[src/rtl/sram_dp_arbiter_pkg.sv]
// Shared types for the dual-port SRAM arbiter: FSM states, requester ids, default widths.
package sram_pkg;

   localparam int DATA_WIDTH_DEF = 8;
   localparam int ADDR_WIDTH_DEF = 4;

   typedef enum logic {
      ST_INIT = 1'b0,
      ST_RUN  = 1'b1
   } state_t;

   typedef enum logic {
      REQ_A = 1'b0,
      REQ_B = 1'b1
   } req_id_t;

endpackage

[src/rtl/sram_dp_arbiter_if.sv]
// Requester A/B handshake plus SRAM port bundle; master = requesters and SRAM, slave = arbiter.
interface sram_dp_arbiter_if #(
   parameter int DATA_WIDTH = 8,
   parameter int ADDR_WIDTH = 4
);
   logic                  a_req, a_we, a_gnt, a_rvalid;
   logic [ADDR_WIDTH-1:0] a_addr;
   logic [DATA_WIDTH-1:0] a_wdata, a_rdata;
   logic                  b_req, b_we, b_gnt, b_rvalid;
   logic [ADDR_WIDTH-1:0] b_addr;
   logic [DATA_WIDTH-1:0] b_wdata, b_rdata;
   logic                  sram_wr_en, sram_rd_en;
   logic [ADDR_WIDTH-1:0] sram_wr_addr, sram_rd_addr;
   logic [DATA_WIDTH-1:0] sram_data_in, sram_data_out;
   logic                  init_done;

   modport master (
      output a_req, a_we, a_addr, a_wdata, b_req, b_we, b_addr, b_wdata, sram_data_out,
      input  a_gnt, a_rvalid, a_rdata, b_gnt, b_rvalid, b_rdata,
      input  sram_wr_en, sram_rd_en, sram_wr_addr, sram_rd_addr, sram_data_in, init_done
   );

   modport slave (
      input  a_req, a_we, a_addr, a_wdata, b_req, b_we, b_addr, b_wdata, sram_data_out,
      output a_gnt, a_rvalid, a_rdata, b_gnt, b_rvalid, b_rdata,
      output sram_wr_en, sram_rd_en, sram_wr_addr, sram_rd_addr, sram_data_in, init_done
   );
endinterface

[src/rtl/sram_dp_arbiter_rr_arb2.sv]
// Two-way round-robin pick with registered pointer; pointer flips to the loser only when
// the caller actually takes the pick (i_take), so vetoed picks keep their priority.
module rr_arb2
   import sram_pkg::*;
(
   input  logic       clk,
   input  logic       rst,
   input  logic [1:0] i_req,
   input  logic       i_take,
   output logic [1:0] o_pick
);
   req_id_t r_ptr;

   always_comb begin
      o_pick = i_req;
      if (i_req == 2'b11) o_pick = (r_ptr == REQ_A) ? 2'b01 : 2'b10;
   end

   always_ff @(posedge clk or negedge rst) begin
      if (!rst)        r_ptr <= REQ_A;
      else if (i_take) r_ptr <= o_pick[0] ? REQ_B : REQ_A;
   end
endmodule

[src/rtl/sram_dp_arbiter.sv]
// Zero-fills the SRAM after reset, then round-robins A/B onto its write and read ports.
// Same-address write/read collisions defer the read a cycle, or forward under SRAM_DP_ARBITER_WRITE_FORWARD_EN.
module sram_dp_arbiter
   import sram_pkg::*;
#(
   parameter int DATA_WIDTH = DATA_WIDTH_DEF,
   parameter int ADDR_WIDTH = ADDR_WIDTH_DEF,
   parameter int DEPTH      = 16
) (
   input  logic             clk,
   input  logic             rst,
   sram_dp_arbiter_if.slave bus
);
   state_t                r_state, w_state_nxt;
   logic [ADDR_WIDTH-1:0] r_init_cnt;
   logic [1:0]            w_wr_cand, w_rd_cand, w_rd_mask, w_wr_pick, w_rd_pick, r_rvalid;
   logic                  w_run, w_wr_take, w_rd_take, w_same;
   logic [ADDR_WIDTH-1:0] w_wr_addr, w_rd_addr;
   logic [DATA_WIDTH-1:0] w_wdata, w_rsp_data, r_a_hold, r_b_hold;
`ifdef SRAM_DP_ARBITER_WRITE_FORWARD_EN
   logic                  w_fwd, r_fwd;
   logic [DATA_WIDTH-1:0] r_fwd_data;
`else
   logic                  w_defer_set, r_defer;
   req_id_t               r_defer_id;
`endif

   assign w_run = (r_state == ST_RUN);
`ifdef SRAM_DP_ARBITER_WRITE_FORWARD_EN
   assign w_rd_mask = 2'b11;
`else
   // A deferred read owns the read port outright on the following cycle
   assign w_rd_mask = !r_defer ? 2'b11 : ((r_defer_id == REQ_B) ? 2'b10 : 2'b01);
`endif
   assign w_wr_cand = {2{w_run}} & {bus.b_req & bus.b_we, bus.a_req & bus.a_we};
   assign w_rd_cand = {2{w_run}} & w_rd_mask & {bus.b_req & ~bus.b_we, bus.a_req & ~bus.a_we};

   rr_arb2 u_wr_arb (.clk(clk), .rst(rst), .i_req(w_wr_cand), .i_take(w_wr_take), .o_pick(w_wr_pick));
   rr_arb2 u_rd_arb (.clk(clk), .rst(rst), .i_req(w_rd_cand), .i_take(w_rd_take), .o_pick(w_rd_pick));

   assign w_wr_addr = w_wr_pick[1] ? bus.b_addr  : bus.a_addr;
   assign w_wdata   = w_wr_pick[1] ? bus.b_wdata : bus.a_wdata;
   assign w_rd_addr = w_rd_pick[1] ? bus.b_addr  : bus.a_addr;
   assign w_same    = (|w_wr_pick) & (|w_rd_pick) & (w_wr_addr == w_rd_addr);

   always_comb begin
      w_state_nxt      = r_state;
      w_wr_take        = 1'b0;
      w_rd_take        = 1'b0;
`ifdef SRAM_DP_ARBITER_WRITE_FORWARD_EN
      w_fwd            = 1'b0;
`else
      w_defer_set      = 1'b0;
`endif
      bus.sram_wr_en   = 1'b0;
      bus.sram_wr_addr = '0;
      bus.sram_data_in = '0;
      bus.sram_rd_en   = 1'b0;
      bus.sram_rd_addr = '0;
      bus.a_gnt        = 1'b0;
      bus.b_gnt        = 1'b0;
      case (r_state)
         ST_INIT: begin
            // Gated by rst so the strobe is low while reset is held
            bus.sram_wr_en   = rst;
            bus.sram_wr_addr = r_init_cnt;
            if (r_init_cnt == ADDR_WIDTH'(DEPTH - 1)) w_state_nxt = ST_RUN;
         end
         ST_RUN: begin
`ifdef SRAM_DP_ARBITER_WRITE_FORWARD_EN
            w_wr_take = |w_wr_pick;
            w_rd_take = |w_rd_pick;
            w_fwd     = w_same;
`else
            w_wr_take   = (|w_wr_pick) & ~(r_defer & w_same);
            w_rd_take   = (|w_rd_pick) & ~(~r_defer & w_same);
            w_defer_set = ~r_defer & w_same;
`endif
            bus.sram_wr_en   = w_wr_take;
            bus.sram_wr_addr = w_wr_take ? w_wr_addr : '0;
            bus.sram_data_in = w_wr_take ? w_wdata : '0;
            bus.sram_rd_en   = w_rd_take;
            bus.sram_rd_addr = w_rd_take ? w_rd_addr : '0;
            bus.a_gnt        = (w_wr_take & w_wr_pick[0]) | (w_rd_take & w_rd_pick[0]);
            bus.b_gnt        = (w_wr_take & w_wr_pick[1]) | (w_rd_take & w_rd_pick[1]);
         end
         default: ;
      endcase
   end

   always_ff @(posedge clk or negedge rst) begin
      if (!rst) begin
         r_state    <= ST_INIT;
         r_init_cnt <= '0;
      end else begin
         r_state <= w_state_nxt;
         if (r_state == ST_INIT) r_init_cnt <= r_init_cnt + 1'b1;
      end
   end

   always_ff @(posedge clk or negedge rst) begin
      if (!rst) begin
         r_rvalid <= '0;
         r_a_hold <= '0;
         r_b_hold <= '0;
      end else begin
         r_rvalid <= {w_rd_take & w_rd_pick[1], w_rd_take & w_rd_pick[0]};
         if (r_rvalid[0]) r_a_hold <= w_rsp_data;
         if (r_rvalid[1]) r_b_hold <= w_rsp_data;
      end
   end

`ifdef SRAM_DP_ARBITER_WRITE_FORWARD_EN
   always_ff @(posedge clk or negedge rst) begin
      if (!rst) begin
         r_fwd      <= 1'b0;
         r_fwd_data <= '0;
      end else begin
         r_fwd <= w_fwd;
         if (w_fwd) r_fwd_data <= w_wdata;
      end
   end
   assign w_rsp_data = r_fwd ? r_fwd_data : bus.sram_data_out;
`else
   always_ff @(posedge clk or negedge rst) begin
      if (!rst) begin
         r_defer    <= 1'b0;
         r_defer_id <= REQ_A;
      end else if (w_defer_set) begin
         r_defer    <= 1'b1;
         r_defer_id <= w_rd_pick[1] ? REQ_B : REQ_A;
      end else if (r_defer & w_rd_take) begin
         r_defer <= 1'b0;
      end
   end
   assign w_rsp_data = bus.sram_data_out;
`endif

   assign bus.a_rvalid  = r_rvalid[0];
   assign bus.b_rvalid  = r_rvalid[1];
   assign bus.a_rdata   = r_rvalid[0] ? w_rsp_data : r_a_hold;
   assign bus.b_rdata   = r_rvalid[1] ? w_rsp_data : r_b_hold;
   assign bus.init_done = w_run;
endmodule

[src/flat_wrapper.sv]
// flat-port wrapper written by rule: the top's interface ports become plain ports
module sram_dp_arbiter_flat import sram_pkg::*;
#(
   parameter int DATA_WIDTH = DATA_WIDTH_DEF,
   parameter int ADDR_WIDTH = ADDR_WIDTH_DEF,
   parameter int DEPTH      = 16
)
  (clk, rst, bus_a_req, bus_a_we, bus_a_addr, bus_a_wdata, bus_b_req, bus_b_we, bus_b_addr, bus_b_wdata, bus_sram_data_out, bus_a_gnt, bus_a_rvalid, bus_a_rdata, bus_b_gnt, bus_b_rvalid, bus_b_rdata, bus_sram_wr_en, bus_sram_rd_en, bus_sram_wr_addr, bus_sram_rd_addr, bus_sram_data_in, bus_init_done);
  sram_dp_arbiter_if #(.DATA_WIDTH(DATA_WIDTH), .ADDR_WIDTH(ADDR_WIDTH)) bus_i ();
  input  logic clk;
  input  logic rst;
  input wire logic [$bits(bus_i.a_req)-1:0] bus_a_req;
  input wire logic [$bits(bus_i.a_we)-1:0] bus_a_we;
  input wire logic [$bits(bus_i.a_addr)-1:0] bus_a_addr;
  input wire logic [$bits(bus_i.a_wdata)-1:0] bus_a_wdata;
  input wire logic [$bits(bus_i.b_req)-1:0] bus_b_req;
  input wire logic [$bits(bus_i.b_we)-1:0] bus_b_we;
  input wire logic [$bits(bus_i.b_addr)-1:0] bus_b_addr;
  input wire logic [$bits(bus_i.b_wdata)-1:0] bus_b_wdata;
  input wire logic [$bits(bus_i.sram_data_out)-1:0] bus_sram_data_out;
  output wire logic [$bits(bus_i.a_gnt)-1:0] bus_a_gnt;
  output wire logic [$bits(bus_i.a_rvalid)-1:0] bus_a_rvalid;
  output wire logic [$bits(bus_i.a_rdata)-1:0] bus_a_rdata;
  output wire logic [$bits(bus_i.b_gnt)-1:0] bus_b_gnt;
  output wire logic [$bits(bus_i.b_rvalid)-1:0] bus_b_rvalid;
  output wire logic [$bits(bus_i.b_rdata)-1:0] bus_b_rdata;
  output wire logic [$bits(bus_i.sram_wr_en)-1:0] bus_sram_wr_en;
  output wire logic [$bits(bus_i.sram_rd_en)-1:0] bus_sram_rd_en;
  output wire logic [$bits(bus_i.sram_wr_addr)-1:0] bus_sram_wr_addr;
  output wire logic [$bits(bus_i.sram_rd_addr)-1:0] bus_sram_rd_addr;
  output wire logic [$bits(bus_i.sram_data_in)-1:0] bus_sram_data_in;
  output wire logic [$bits(bus_i.init_done)-1:0] bus_init_done;
  assign bus_i.a_req = bus_a_req;
  assign bus_i.a_we = bus_a_we;
  assign bus_i.a_addr = bus_a_addr;
  assign bus_i.a_wdata = bus_a_wdata;
  assign bus_i.b_req = bus_b_req;
  assign bus_i.b_we = bus_b_we;
  assign bus_i.b_addr = bus_b_addr;
  assign bus_i.b_wdata = bus_b_wdata;
  assign bus_i.sram_data_out = bus_sram_data_out;
  assign bus_a_gnt = bus_i.a_gnt;
  assign bus_a_rvalid = bus_i.a_rvalid;
  assign bus_a_rdata = bus_i.a_rdata;
  assign bus_b_gnt = bus_i.b_gnt;
  assign bus_b_rvalid = bus_i.b_rvalid;
  assign bus_b_rdata = bus_i.b_rdata;
  assign bus_sram_wr_en = bus_i.sram_wr_en;
  assign bus_sram_rd_en = bus_i.sram_rd_en;
  assign bus_sram_wr_addr = bus_i.sram_wr_addr;
  assign bus_sram_rd_addr = bus_i.sram_rd_addr;
  assign bus_sram_data_in = bus_i.sram_data_in;
  assign bus_init_done = bus_i.init_done;
  sram_dp_arbiter #(.DATA_WIDTH(DATA_WIDTH), .ADDR_WIDTH(ADDR_WIDTH), .DEPTH(DEPTH)) u_core (.clk(clk), .rst(rst), .bus(bus_i));
endmodule
[config.mk]
export PLATFORM = sky130hd
export DESIGN_NAME = sram_dp_arbiter_flat
export DESIGN_NICKNAME = d
export VERILOG_FILES = /design/src/rtl/sram_dp_arbiter_pkg.sv /design/src/rtl/sram_dp_arbiter_if.sv /design/src/rtl/sram_dp_arbiter_rr_arb2.sv /design/src/rtl/sram_dp_arbiter.sv /design/src/flat_wrapper.sv
export SDC_FILE = /design/constraint.sdc
export NUM_CORES = 1
export LEC_CHECK = 0
export ABC_AREA = 1
export CAP_MARGIN = 15
export CORE_AREA = 4 4 59 101
export DETAILED_ROUTE_END_ITERATION = 6
export DIE_AREA = 0 0 63 105
export GPL_ROUTABILITY_DRIVEN = 0
export PLACE_DENSITY = 0.66
export SYNTH_ARGS = -nofsm -noshare
export SYNTH_HDL_FRONTEND = slang
export SYNTH_SLANG_ARGS = --single-unit
[constraint.sdc]
create_clock -name clk -period 2 [get_ports clk]
set_input_delay 0.3 -clock clk [delete_from_list [all_inputs] [get_ports clk]]
set_output_delay 0.3 -clock clk [all_outputs]
set_load 0.1 [all_outputs]
==> results.txt <==
The cell area reported after detailed placement is 0.00332 mm^2. The worst setup path is captured at an output port. Setup repair after global routing could not meet its margin everywhere. In this run the worst hold path is classified as input port to asynchronous set/reset pin. After layout, the worst path uses 130% of the clock period. The final reports fail on setup timing.

In this run the cell area of the synthesized design comes to 0.00169 mm^2. After clock tree synthesis, the clock-pin slew on the worst setup and hold paths is 0.09 ns. The count of endpoints failing hold in the final timing report is 0.

The maximum achievable frequency is 386 MHz. For the pin with the worst max-slew slack, the measured transition is 0.337 ns. The horizontal die dimension is 63 um. In the final layout, the share of cells above drive strength 1 is 56.9%. The detailed router placed 1791 vias in this run.

The average wire per standard cell came out at 14.5 um. The required time of the worst setup path is 1.70 ns. The Yosys step of the flow raised 0 warnings. In this run the power density over the cells is 828 mW/mm^2. The clock period minus worst slack came out at 2.59 ns. The number of cells produced by synthesis came out at 194.

The max-slew violation count is 0. The overall track demand over capacity in global routing came out at 15.5%. The clock arrives with 0.00164 ns of skew. After layout, the worst setup slack is -0.590 ns. In this run the number of H-tree levels came out at 1. Compared with the post-synthesis result, the final layout area differs by 115%.

The violation count after the first detailed-routing iteration is 46. The maximum vdd ir drop is 0.000359 V. After detailed routing, the number of remaining DRC violations is 0. The fill cell instance count of the final layout came out at 377.

Summed over all cells, the static leakage comes to 1.69 nW. The count of max-cap constraint violations came out at 0. The post-synthesis register bit count came out at 27. Using the TritonRoute via totals, the vias-per-cell ratio works out to 4.87.

The number of nets handed over by synthesis was 233. The hold-fix buffer count after cts came out at 0. The worst register-to-register path has a setup slack of -0.10 ns. The TritonCTS clock tree is built. The mean post-synth cell area came out at 8.71 um^2.

The standard-cell row count came out at 35. The flow ran to the end, but the final reports show violations. The number of placed instances, taps included, is 352. STA classifies the critical path startpoint as a flip-flop.

The total half-perimeter wirelength after legalization and detailed placement is 4020 um. The most critical setup path has its startpoint at u_core.bus.init_done. In this run the tool buffered the top-level ports with 76 buffer cells.

In this run the worst path has a maximum fanout of 8. The maximum count of clock buffers along a single path is 2. Entering global routing, the biggest net connects 28 pins. The clock sink total came out at 27. The area of the core came out at 0.00521 mm^2.

The arrival time of the worst setup path came out at 2.29 ns. The post-route worst hold slack came out at 0.524 ns. The starting utilization of the core area is 32.4%. The number of detailed-routing iterations run before antenna repair came out at 4.

The total CTS buffers is 3. The overall die area came out at 0.00662 mm^2. The count of flip-flops with a built-in enable after synthesis came out at 0. At the end of the flow the core is filled with cells to 69.8%.

The critical path is of the flip-flop to output port type. The sequential share of the synthesized area is 40.0%. The wire length of the first global-routing pass is 8300 um.

The setup-violating endpoint count in the final report came out at 23. The leftover overflow at the end of global routing came out at 0. The initial antenna violation count is 0. The number of nets with antenna violations after routing is 0. The clock reaches the later pin of the worst-skew pair after 0.27 ns. The final instance area is 0.00364 mm^2. In this run the critical register-to-register path is launched from u_core.bus.init_done. The final-stage net count is 353. The setup slack after placement came out at -0.678 ns. The non-filler instance count after layout is 368. The remaining max-slew budget at the tightest pin came out at 77.6%. Clock tree synthesis selected as its root buffer the cell sky130_fd_sc_hd__clkbuf_8. The repair_antennas step left the layout with diodes totalling 0. The routed wire length came out at 5320 um. The number of global-route vias before repair came out at 1782. The async set or reset register ratio after synthesis came out at 100%.

The count of boundary I/O pins is 77. The count of unique library cells instantiated by Yosys is 27. The die height came out at 105 um. Among all flip-flop cells after synthesis, the most frequent one is sky130_fd_sc_hd__dfrtp_1.
[stage by stage]
stage	total power, mW	TNS [ns]
after detailed placement	2.66	-14.17
after global routing	3.11	-13.16
after global placement	2.64	-14.17
after floorplan	1.89	-8.37
final	3.01	-11.29
after CTS	3.00	-10.36
[state kept, by name, indices dropped and copies added, names as in the netlist]
name and cells:
u_core.r_defer 1, u_core.bus.init_done 1, u_core.r_init_cnt 4, u_core.u_rd_arb.r_ptr 1, u_core.r_a_hold 8, u_core.r_defer_id 1
u_core.r_rvalid 2, u_core.r_b_hold 8, u_core.u_wr_arb.r_ptr 1
[cells by family (layout without fill, tap and decap cells)]
kind of cell | after synthesis | count (layout) | synth area share [%]
AND/OR/NAND/NOR | 103 | 106 | 33.4
flip-flops | 27 | 27 | 40.0
AO/OA/AOI/OAI | 7 | 7 | 2.44
adder cells (fa/ha/maj) | 1 | 1 | 0.740
XOR/XNOR | 3 | 3 | 1.55
multiplexers | 24 | 24 | 15.4
buffers and inverters | 29 | 145 | 6.51
[layout by cell type, fill, tap and decap left out, drive strengths merged]
master / instances
clkinvlp: 1
clkbuf: 3
nand4: 5
a21oi: 2
xnor2: 1
dlymetal6s2s: 1
nand2: 60
o21ai: 4
o211ai: 1
nand3b: 2
inv: 24
buf: 78
dfrtp: 27
xor2: 2
ha: 1
nor2: 19
dlygate4sd2: 3
clkinv: 2
nand3: 20
mux2i: 8
mux2: 16
clkdlybuf4s50: 33
[worst paths after layout]
check	to	cells past startpoint
hold reg to reg	u_core.r_b_hold[4]	1
max in group asynchronous	u_core.bus.init_done	2
hold / removal	u_core.u_rd_arb.r_ptr	2
setup reg to reg	u_core.r_rvalid[1]	13
setup / recovery	bus_sram_data_in[6]	13
min in group clk	u_core.r_b_hold[4]	1
[layer usage]
| metal | share of wire [%] | up-vias | GRT usage (%) | wire, um |
|---|---|---|---|---|
| li1 | - | 866 | - | - |
| met1 | 36 | 850 | 17.0 | 1900 |
| met2 | 58 | 64 | 29.3 | 3090 |
| met3 | 4.2 | 11 | 1.61 | 221 |
| met4 | 2.1 | 0 | 6.64 | 111 |
| met5 | 0 | - | 0 | 0 |
[cell usage after synthesis, types with 2 or more instances]
master | instances | area share [%]
sky130_fd_sc_hd__a21oi_1 | 2 | 0.59
sky130_fd_sc_hd__clkbuf_1 | 2 | 0.44
sky130_fd_sc_hd__dfrtp_1 | 27 | 40
sky130_fd_sc_hd__inv_1 | 22 | 4.9
sky130_fd_sc_hd__inv_2 | 3 | 0.67
sky130_fd_sc_hd__mux2_2 | 16 | 11
sky130_fd_sc_hd__mux2i_1 | 8 | 4.7
sky130_fd_sc_hd__nand2_1 | 49 | 11
sky130_fd_sc_hd__nand2_2 | 5 | 1.9
sky130_fd_sc_hd__nand2_4 | 4 | 2.7
sky130_fd_sc_hd__nand3_1 | 20 | 5.9
sky130_fd_sc_hd__nand3b_1 | 2 | 0.89
sky130_fd_sc_hd__nand4_4 | 3 | 3.8
sky130_fd_sc_hd__nor2_1 | 14 | 3.1
sky130_fd_sc_hd__nor2_4 | 3 | 2.0
sky130_fd_sc_hd__o21ai_1 | 2 | 0.59
sky130_fd_sc_hd__xor2_1 | 2 | 1.0
[repair_timing]
item	4_1_cts	5_1_grt
endpoints found under the setup margin	24	26
pin swaps	13	10
buffers inserted	6	5
gates cloned	3	0
resized for setup	20	22
[critical path, stage by stage (launching register included)]
cell and delay, ns:
sky130_fd_sc_hd__dfrtp_4 0.50, sky130_fd_sc_hd__nand2_8 0.09, sky130_fd_sc_hd__nor2_4 0.16, sky130_fd_sc_hd__buf_4 0.15
sky130_fd_sc_hd__nand3_1 0.13, sky130_fd_sc_hd__nand2_4 0.12, sky130_fd_sc_hd__nand3_2 0.10, sky130_fd_sc_hd__nand2_2 0.09
sky130_fd_sc_hd__nor2_4 0.05, sky130_fd_sc_hd__nand4_4 0.09, sky130_fd_sc_hd__buf_12 0.16, sky130_fd_sc_hd__nand2_8 0.09
sky130_fd_sc_hd__nor2_4 0.11, sky130_fd_sc_hd__buf_12 0.18
[power breakdown]
| part | total, mW | internal [mW] | switching [mW] | leakage, nW |
|---|---|---|---|---|
| combinational | 2.03 | 0.752 | 1.28 | 1.33 |
| clock | 0.307 | 0.140 | 0.167 | 0.0255 |
| sequential | 0.671 | 0.637 | 0.0345 | 0.330 |
| total | 3.01 | 1.53 | 1.48 | 1.69 |
[layout make-up]
cell class                 count  area [um^2]  area share, %
clock buffer                   3         41.3           1.14
clock inverter                 1         5.00          0.138
inverter                      26          104           2.86
multi-input combinational    141         1270           35.0
sequential                    27          682           18.8
tap                           55         68.8           1.89
timing repair buffer         115         1460           40.2
Note: power is estimated with default switching activity, not from simulation.
